--- config.mk ---
export PLATFORM = sky130hd
export DESIGN_NAME = div_32
export DESIGN_NICKNAME = d
export VERILOG_FILES = /design/src/rtl/div_32.sv
export SDC_FILE = /design/constraint.sdc
export NUM_CORES = 1
export LEC_CHECK = 0
export BUFFER_PORTS_ARGS = -buffer_cell sky130_fd_sc_hd__clkbuf_2
export CAP_MARGIN = 0
export CORE_ASPECT_RATIO = 0.9
export CORE_MARGIN = 5
export CORE_UTILIZATION = 40
export DETAILED_ROUTE_END_ITERATION = 12
export MAX_ROUTING_LAYER = met4
export SLEW_MARGIN = 20
export SYNTH_ARGS = -nofsm -noshare
export SYNTH_HDL_FRONTEND = slang
export SYNTH_SLANG_ARGS = --single-unit
export TNS_END_PERCENT = 1
--- constraint.sdc ---
create_clock -name clk -period 5 [get_ports clk]
set_input_delay 0.5 -clock clk [delete_from_list [all_inputs] [get_ports clk]]
set_output_delay 0.5 -clock clk [all_outputs]
set_load 0.03 [all_outputs]
--- src/rtl/div_32.sv ---
// div_32: multi-cycle 32-bit radix-2 restoring divider, signed or unsigned.
// It produces one quotient bit per clock and uses a start/busy/done handshake.
// Divide-by-zero and signed overflow are resolved early and skip the iteration loop.
module div_32 (
   input  logic        clk,
   input  logic        rst,
   input  logic        start,
   input  logic [31:0] x,
   input  logic [31:0] y,
   input  logic        signed_flag,
   output logic        busy,
   output logic        done,
   output logic [31:0] quotient,
   output logic [31:0] remainder
);

   typedef enum logic [1:0] {StIdle, StPrep, StCalc, StSign} state_e;

   state_e      state_q, state_d;

   // Operands as latched at acceptance
   logic [31:0] x_q, x_d;
   logic [31:0] y_q, y_d;
   logic        sgn_q, sgn_d;

   // Iteration datapath: quotient bits shift into dvd_q as the dividend shifts out
   logic [31:0] dvd_q, dvd_d;
   logic [31:0] dvs_q, dvs_d;
   logic [32:0] prem_q, prem_d;
   logic [4:0]  cnt_q, cnt_d;
   logic        qneg_q, qneg_d;
   logic        rneg_q, rneg_d;
   logic        special_q, special_d;

   // Result registers
   logic [31:0] quotient_q, quotient_d;
   logic [31:0] remainder_q, remainder_d;
   logic        done_q, done_d;

   logic [31:0] abs_x, abs_y;
   logic        div_zero, sgn_ovf;
   logic [32:0] shifted, trial;

   assign abs_x    = (sgn_q && x_q[31]) ? (32'd0 - x_q) : x_q;
   assign abs_y    = (sgn_q && y_q[31]) ? (32'd0 - y_q) : y_q;
   assign div_zero = (y_q == 32'd0);
   assign sgn_ovf  = sgn_q && (x_q == 32'h8000_0000) && (y_q == 32'hFFFF_FFFF);

   // Shifted partial remainder stays below 2*divisor, so bit 32 of trial is a valid sign
   assign shifted  = {prem_q[31:0], dvd_q[31]};
   assign trial    = shifted - {1'b0, dvs_q};

   // State register
   always_ff @(posedge clk) begin
      if (rst) begin
         state_q <= StIdle;
      end else begin
         state_q <= state_d;
      end
   end

   // Next-state decode
   always_comb begin
      state_d = state_q;
      unique case (state_q)
         StIdle: if (start) state_d = StPrep;
         StPrep: state_d = (div_zero || sgn_ovf) ? StSign : StCalc;
         StCalc: if (cnt_q == 5'd31) state_d = StSign;
         StSign: state_d = StIdle;
         default: state_d = StIdle;
      endcase
   end

   // FSM outputs
   always_comb begin
      busy = (state_q != StIdle);
      done = done_q;
   end

   // Datapath next-state: operand latch, preparation, iteration and sign fix-up
   always_comb begin
      x_d         = x_q;
      y_d         = y_q;
      sgn_d       = sgn_q;
      dvd_d       = dvd_q;
      dvs_d       = dvs_q;
      prem_d      = prem_q;
      cnt_d       = cnt_q;
      qneg_d      = qneg_q;
      rneg_d      = rneg_q;
      special_d   = special_q;
      quotient_d  = quotient_q;
      remainder_d = remainder_q;
      done_d      = 1'b0;
      unique case (state_q)
         StIdle: begin
            if (start) begin
               x_d   = x;
               y_d   = y;
               sgn_d = signed_flag;
            end
         end
         StPrep: begin
            qneg_d    = x_q[31] ^ y_q[31];
            rneg_d    = x_q[31];
            cnt_d     = 5'd0;
            dvs_d     = abs_y;
            special_d = div_zero || sgn_ovf;
            if (div_zero) begin
               dvd_d  = 32'hFFFF_FFFF;
               prem_d = {1'b0, x_q};
            end else if (sgn_ovf) begin
               dvd_d  = 32'h8000_0000;
               prem_d = 33'd0;
            end else begin
               dvd_d  = abs_x;
               prem_d = 33'd0;
            end
         end
         StCalc: begin
            if (!trial[32]) begin
               prem_d = trial;
               dvd_d  = {dvd_q[30:0], 1'b1};
            end else begin
               prem_d = shifted;
               dvd_d  = {dvd_q[30:0], 1'b0};
            end
            cnt_d = cnt_q + 5'd1;
         end
         StSign: begin
            quotient_d  = (sgn_q && qneg_q && !special_q) ? (32'd0 - dvd_q) : dvd_q;
            remainder_d = (sgn_q && rneg_q && !special_q) ? (32'd0 - prem_q[31:0])
                                                          : prem_q[31:0];
            done_d      = 1'b1;
         end
         default: ;
      endcase
   end

   // Datapath registers
   always_ff @(posedge clk) begin
      if (rst) begin
         x_q         <= 32'd0;
         y_q         <= 32'd0;
         sgn_q       <= 1'b0;
         dvd_q       <= 32'd0;
         dvs_q       <= 32'd0;
         prem_q      <= 33'd0;
         cnt_q       <= 5'd0;
         qneg_q      <= 1'b0;
         rneg_q      <= 1'b0;
         special_q   <= 1'b0;
         quotient_q  <= 32'd0;
         remainder_q <= 32'd0;
         done_q      <= 1'b0;
      end else begin
         x_q         <= x_d;
         y_q         <= y_d;
         sgn_q       <= sgn_d;
         dvd_q       <= dvd_d;
         dvs_q       <= dvs_d;
         prem_q      <= prem_d;
         cnt_q       <= cnt_d;
         qneg_q      <= qneg_d;
         rneg_q      <= rneg_d;
         special_q   <= special_d;
         quotient_q  <= quotient_d;
         remainder_q <= remainder_d;
         done_q      <= done_d;
      end
   end

   assign quotient  = quotient_q;
   assign remainder = remainder_q;

endmodule
Yosys cells after proc, flatten, opt, wreduce, memory -nomap -nowiden --
Cells that the tools add are included.
Cells by class: $add $sub $neg 6, eq/ne operators 8, multiplexer cells 17, bitwise logic cells 1, reduce and logical (&&, ||, !) cells 16
Operators by type and width (number):
- 2-to-1 mux 32 bit | 8
- case mux 32 bit (2 select lines) | 2
- subtractor 1 x 32 -> 32 bit (first input constant) | 4
- == test 32 bit (second input constant) | 2
- subtractor 33 x 32 -> 33 bit | 1
- logical NOT 32 bit | 1
- case mux 5 bit (2 select lines) | 1
- logical AND 1 bit | 8
- case mux 2 bit (4 select lines) | 1
- adder 5 x 1 -> 5 bit (second input constant) | 1
- == test 5 bit (second input constant) | 1
- == test 2 bit (second input constant) | 2
- 2-to-1 mux 2 bit | 2
- != test 2 bit (second input constant) | 2
- AND reduction 2 bit | 2
- nonzero test 2 bit | 2
- 2-to-1 mux 1 bit | 3
- == test 2 x 1 -> 1 bit (second input constant) | 1
- logical NOT 2 bit | 1
- logical NOT 1 bit | 1
- logical OR 1 bit | 1
- bitwise XOR 1 bit | 1
Storage, ports and cells: flip-flop bits (word level) 236, output and inout bits 66

Longest topological paths before layout --
depth after elaboration 6, gate-level depth with buffers 14, gate-level depth less buffers 12

Worst setup path after synthesis --
OpenSTA, ideal clock, no wires.
kind register to register, from reg dvd_q[31], to reg prem_q[13], setup time 0.133 ns, arrival time 2.890 ns, required time 4.867 ns, setup slack 1.978 ns, stages on the path, launching flop included 15, buffers on the path 2, period minus slack after synthesis 3.022 ns, cell sequence dfxtp_1 -> inv_1 -> ha_1 -> fa_1 -> nand2b_1 -> a21o_1 -> a21oi_1 -> a21oi_1 -> o21ba_2 -> mux2_2 -> nand2_1 -> buf_4 -> buf_2 -> mux2i_1 -> o22ai_1
Between the ends: word-level cells in the longest chain between the ends 3
RTL lines:
- from (decl) | RTL line 27 | logic [31:0] dvd_q, dvd_d;
- from (signal assigned) | RTL line 160 | dvd_q <= dvd_d;
- subtractor 33 x 32 -> 33 bit | RTL line 51 | assign trial = shifted - {1'b0, dvs_q};
- 2-to-1 mux 32 bit | RTL line 121 | if (!trial[32]) begin
- case mux 32 bit (2 select lines) | RTL line 95 | unique case (state_q)
- to (signal assigned) | RTL line 162 | prem_q <= prem_d;
- to (decl) | RTL line 29 | logic [32:0] prem_q, prem_d;
Every way passes these cells. A chain may end at the register's enable or synchronous reset.

Final worst setup path --
from reg dvd_q[31], to reg prem_q[7]
Same word-level chain as after synthesis.

==> results.py <==
metrics = {
    "run_status": {
        "status": "complete, no violations",
    },
    "worst_setup_path": {
        "start_kind": "register",
        "rrSetupSlack_ns": 1.45,
        "endpoint_kind": "register",
        "critPathMaxStageDelay_ns": 0.75,
        "reg2reg_depth": 12,
        "cp_common_cell": "a21oi_1",
        "slowest_stage": "a21oi_2",
        "critPathArrivalTime_ns": 4.01,
        "critPathKind": "register to register",
        "crit_family": "compound AO/OA/AOI/OAI gates",
        "cp_max_fo": 17,
        "crit_start": "dvd_q[31]$_SDFFE_PP0P_",
        "crit_buf_inv": 1,
        "r2r-end": "prem_q[7]$_SDFFE_PP0P_",
        "path_cells": "inv_1, ha_1, fa_1, nand2b_1, a21o_1, a21oi_1, a21oi_1, o21ba_2, mux2_2, a21oi_2, a21oi_1, o31ai_1",
        "crit_cells": 12,
        "required_ns": 5.46,
        "reg2reg_from": "dvd_q[31]$_SDFFE_PP0P_",
        "endpoint": "prem_q[7]$_SDFFE_PP0P_",
    },
    "synth": {
        "synth_area_leaders": "dfxtp_1 (35%), a21oi_1 (6.1%), nand2_1 (5.7%)",
        "yosys.area.top_type_share_pct": 34.6,
        "avgSynthCellArea_um2": 7.86,
        "synth_seq_area_share_pct": 34.6,
        "synth-edff-count": 0,
        "yosysTopAreaCell": "dfxtp_1",
        "synth_cell_type_count": 74,
        "synth_most_common_cell": "dfxtp_1",
        "synthesis.area_mm2": 0.0137,
        "syn_inst": 1737,
        "netlist_top_cells_count": "dfxtp_1 (236), nand2_1 (209), nor2_1 (178), a21oi_1 (167), clkbuf_1 (99)",
        "async_flop_share_pct": 0,
        "syn-num-nets": 1850,
        "ys_ff_latch": 236,
        "synth_flop_cell": "dfxtp_1",
        "yosys_warnings": 0,
    },
    "sta": {
        "hold_violations": 0,
        "tns_ns": 0,
        "max_freq_mhz": 282,
        "setup_violations": 0,
        "relSlewSlack_pct": 33.8,
        "clock_skew_ns": 0.0206,
        "finalCritPeriodShare_pct": 71.0,
        "min_period_ns": 3.55,
        "rsz0062_at_grt": "no",
        "drv_slew": 0,
        "worst_pin_slew_ns": 0.986,
    },
    "cts": {
        "htree_levels": 1,
        "clock_path_buffers": 3,
        "clkSlewWorstSetupHoldPaths_ns": 0.06,
        "clock_sinks": 236,
        "clk_latency_ns": 0.55,
        "hold_buffers": 0,
        "ctsResizeCount": 0,
        "postCtsSetupBuffers": 0,
        "cts-root-buf": "clkbuf_16",
        "cts_buffers": 28,
        "cts_tree": "done",
    },
    "drt": {
        "drt_pass1_iterations": 6,
        "via_count": 12700,
        "via_per_inst": 5.58,
        "initialDrtViolationCount": 932,
        "antenna_left": 0,
        "wl_um": 43400,
        "routedWlPerCell_um": 19.1,
        "route.detailed.drc": 0,
    },
    "layout": {
        "syn2layout_area_growth_pct": 14.2,
        "fillerInstances": 3436,
        "drive_gt1_share_pct": 12.2,
        "post-route-util_pct": 46.0,
        "seq_area_mm2": 0.00472,
        "final_cells": 2279,
        "multi_input_area_mm2": 0.00827,
        "num_antenna_cells": 0,
        "finalNetCount": 1909,
    },
    "global_routing": {
        "track_usage_pct": 22.8,
        "gr-total-overflow": 0,
        "antenna_found_initial": 0,
        "grt_first_pass_wirelength_um": 67900,
        "grt_max_degree": 108,
        "grt_pass1_vias": 11600,
    },
    "worst_hold_path": {
        "hp-class": "input port to register",
    },
    "power_and_ir_drop": {
        "ir_drop_mv": 0.303,
        "p_per_area_mw_per_mm2": 573,
        "p_leak_nw": 6.12,
    },
    "place": {
        "place_hpwl_um": 32100,
        "place_congestion": 0.949,
        "port_buffers": 133,
        "dp.cells": 2228,
    },
    "floorplan": {
        "dieHeight_um": 185,
        "row_count": 64,
        "core_mm2": 0.0339,
        "die_x_um": 205,
        "io_pins": 134,
        "die-area_mm2": 0.0379,
        "start_util_pct": 40.3,
    },
    "flow_run": {
        "max-cap-violations": 0,
    },
}
==> where the power goes <==
group | switching, mW | total (mW) | internal [mW]
Sequential | 0.477 | 2.73 | 2.26
Clock | 0.837 | 2.26 | 1.42
Combinational | 2.52 | 3.94 | 1.42
Total | 3.84 | 8.94 | 5.10
==> metal layers <==
layer	vias up	track usage, %	share of wire, %
met5	-	-	0
met4	0	5.23	2.4
met3	54	3.89	7.2
met2	434	31.5	40
met1	5906	34.6	50
li1	6324	-	-
==> area by class of cell <==
cell class	count	area share (%)
clock buffer	38	5.13
clock inverter	13	1.43
inverter	56	1.35
multi-input combinational	1326	53.0
sequential	236	30.3
tap	462	3.71
timing repair buffer	148	5.06
==> worst reg2reg max path, stage by stage, from the launching register on <==
cell and delay [ns]:
dfxtp_1 0.34, inv_1 0.11, ha_1 0.25, fa_1 0.41, nand2b_1 0.19, a21o_1 0.18, a21oi_1 0.18, a21oi_1 0.16
o21ba_2 0.30, mux2_2 0.32, a21oi_2 0.75, a21oi_1 0.18, o31ai_1 0.10
==> registers in the layout (all words and copies together) (netlist names) <==
| signal | flops |
|---|---|
| x_q | 32 |
| quotient | 32 |
| done | 1 |
| dvs_q | 32 |
| sgn_q | 1 |
| dvd_q | 32 |
| state_q | 2 |
| cnt_q | 5 |
| y_q | 32 |
| qneg_q | 1 |
| rneg_q | 1 |
| special_q | 1 |
| prem_q | 32 |
| remainder | 32 |
==> worst min path at each step <==
| stage | start | endpoint | slack, ns | cells after the start |
|---|---|---|---|---|
| final | y[30] | y_q[30]$_SDFFE_PP0P_ | 0.18 | 3 |
| after global routing | y[25] | y_q[25]$_SDFFE_PP0P_ | 0.17 | 3 |
| after CTS | y[18] | y_q[18]$_SDFFE_PP0P_ | 0.16 | 3 |
| after detailed placement | quotient[29]$_SDFFE_PP0P_ | quotient[29]$_SDFFE_PP0P_ | 0.45 | 2 |
| after global placement | quotient[31]$_SDFFE_PP0P_ | quotient[31]$_SDFFE_PP0P_ | 0.44 | 2 |
| after floorplan | dvd_q[30]$_SDFFE_PP0P_ | dvd_q[30]$_SDFFE_PP0P_ | 0.45 | 2 |
==> metrics by stage <==
stage               total power, mW  area, µm²  hold slack [ns]  worst slack [ns]
finish                         8.94      15600            0.176              1.45
global route                   9.55      15600            0.170              1.21
CTS                            8.94      15600            0.156              1.53
detailed placement             6.66      14600            0.453              1.50
global placement               6.61      14600            0.441              1.59
floorplan                      5.60      13700            0.445              1.98
==> cell usage in the layout, fill, tap and decap left out, types with 13 or more instances in the layout <==
| cell type | count |
|---|---|
| a211oi_1 | 75 |
| a21o_1 | 18 |
| a21oi_1 | 167 |
| a221o_1 | 13 |
| a311oi_1 | 18 |
| a31oi_1 | 17 |
| buf_4 | 14 |
| clkbuf_16 | 29 |
| clkbuf_2 | 132 |
| dfxtp_1 | 236 |
| ha_1 | 41 |
| inv_1 | 55 |
| mux2i_1 | 37 |
| nand2_1 | 208 |
| nand2b_1 | 35 |
| nand3_1 | 26 |
| nand4_1 | 15 |
| nor2_1 | 177 |
| nor2b_1 | 17 |
| nor3_1 | 28 |
| o21ai_0 | 86 |
| o31ai_1 | 26 |
| o41ai_1 | 13 |
| or3_1 | 27 |
| xnor2_1 | 53 |
| xor2_1 | 81 |
==> kinds of logic (layout without fill, tap and decap cells) <==
family	after synthesis	count (layout)	synth area share, %
buf+inv	175	255	5.05
mux	39	39	2.88
xor+xnor	134	134	8.60
fa+ha+maj	45	45	4.18
flops	236	236	34.6
simple gates	603	603	21.0
compound gates	505	505	23.7
Power figures use the tool's default switching activity.
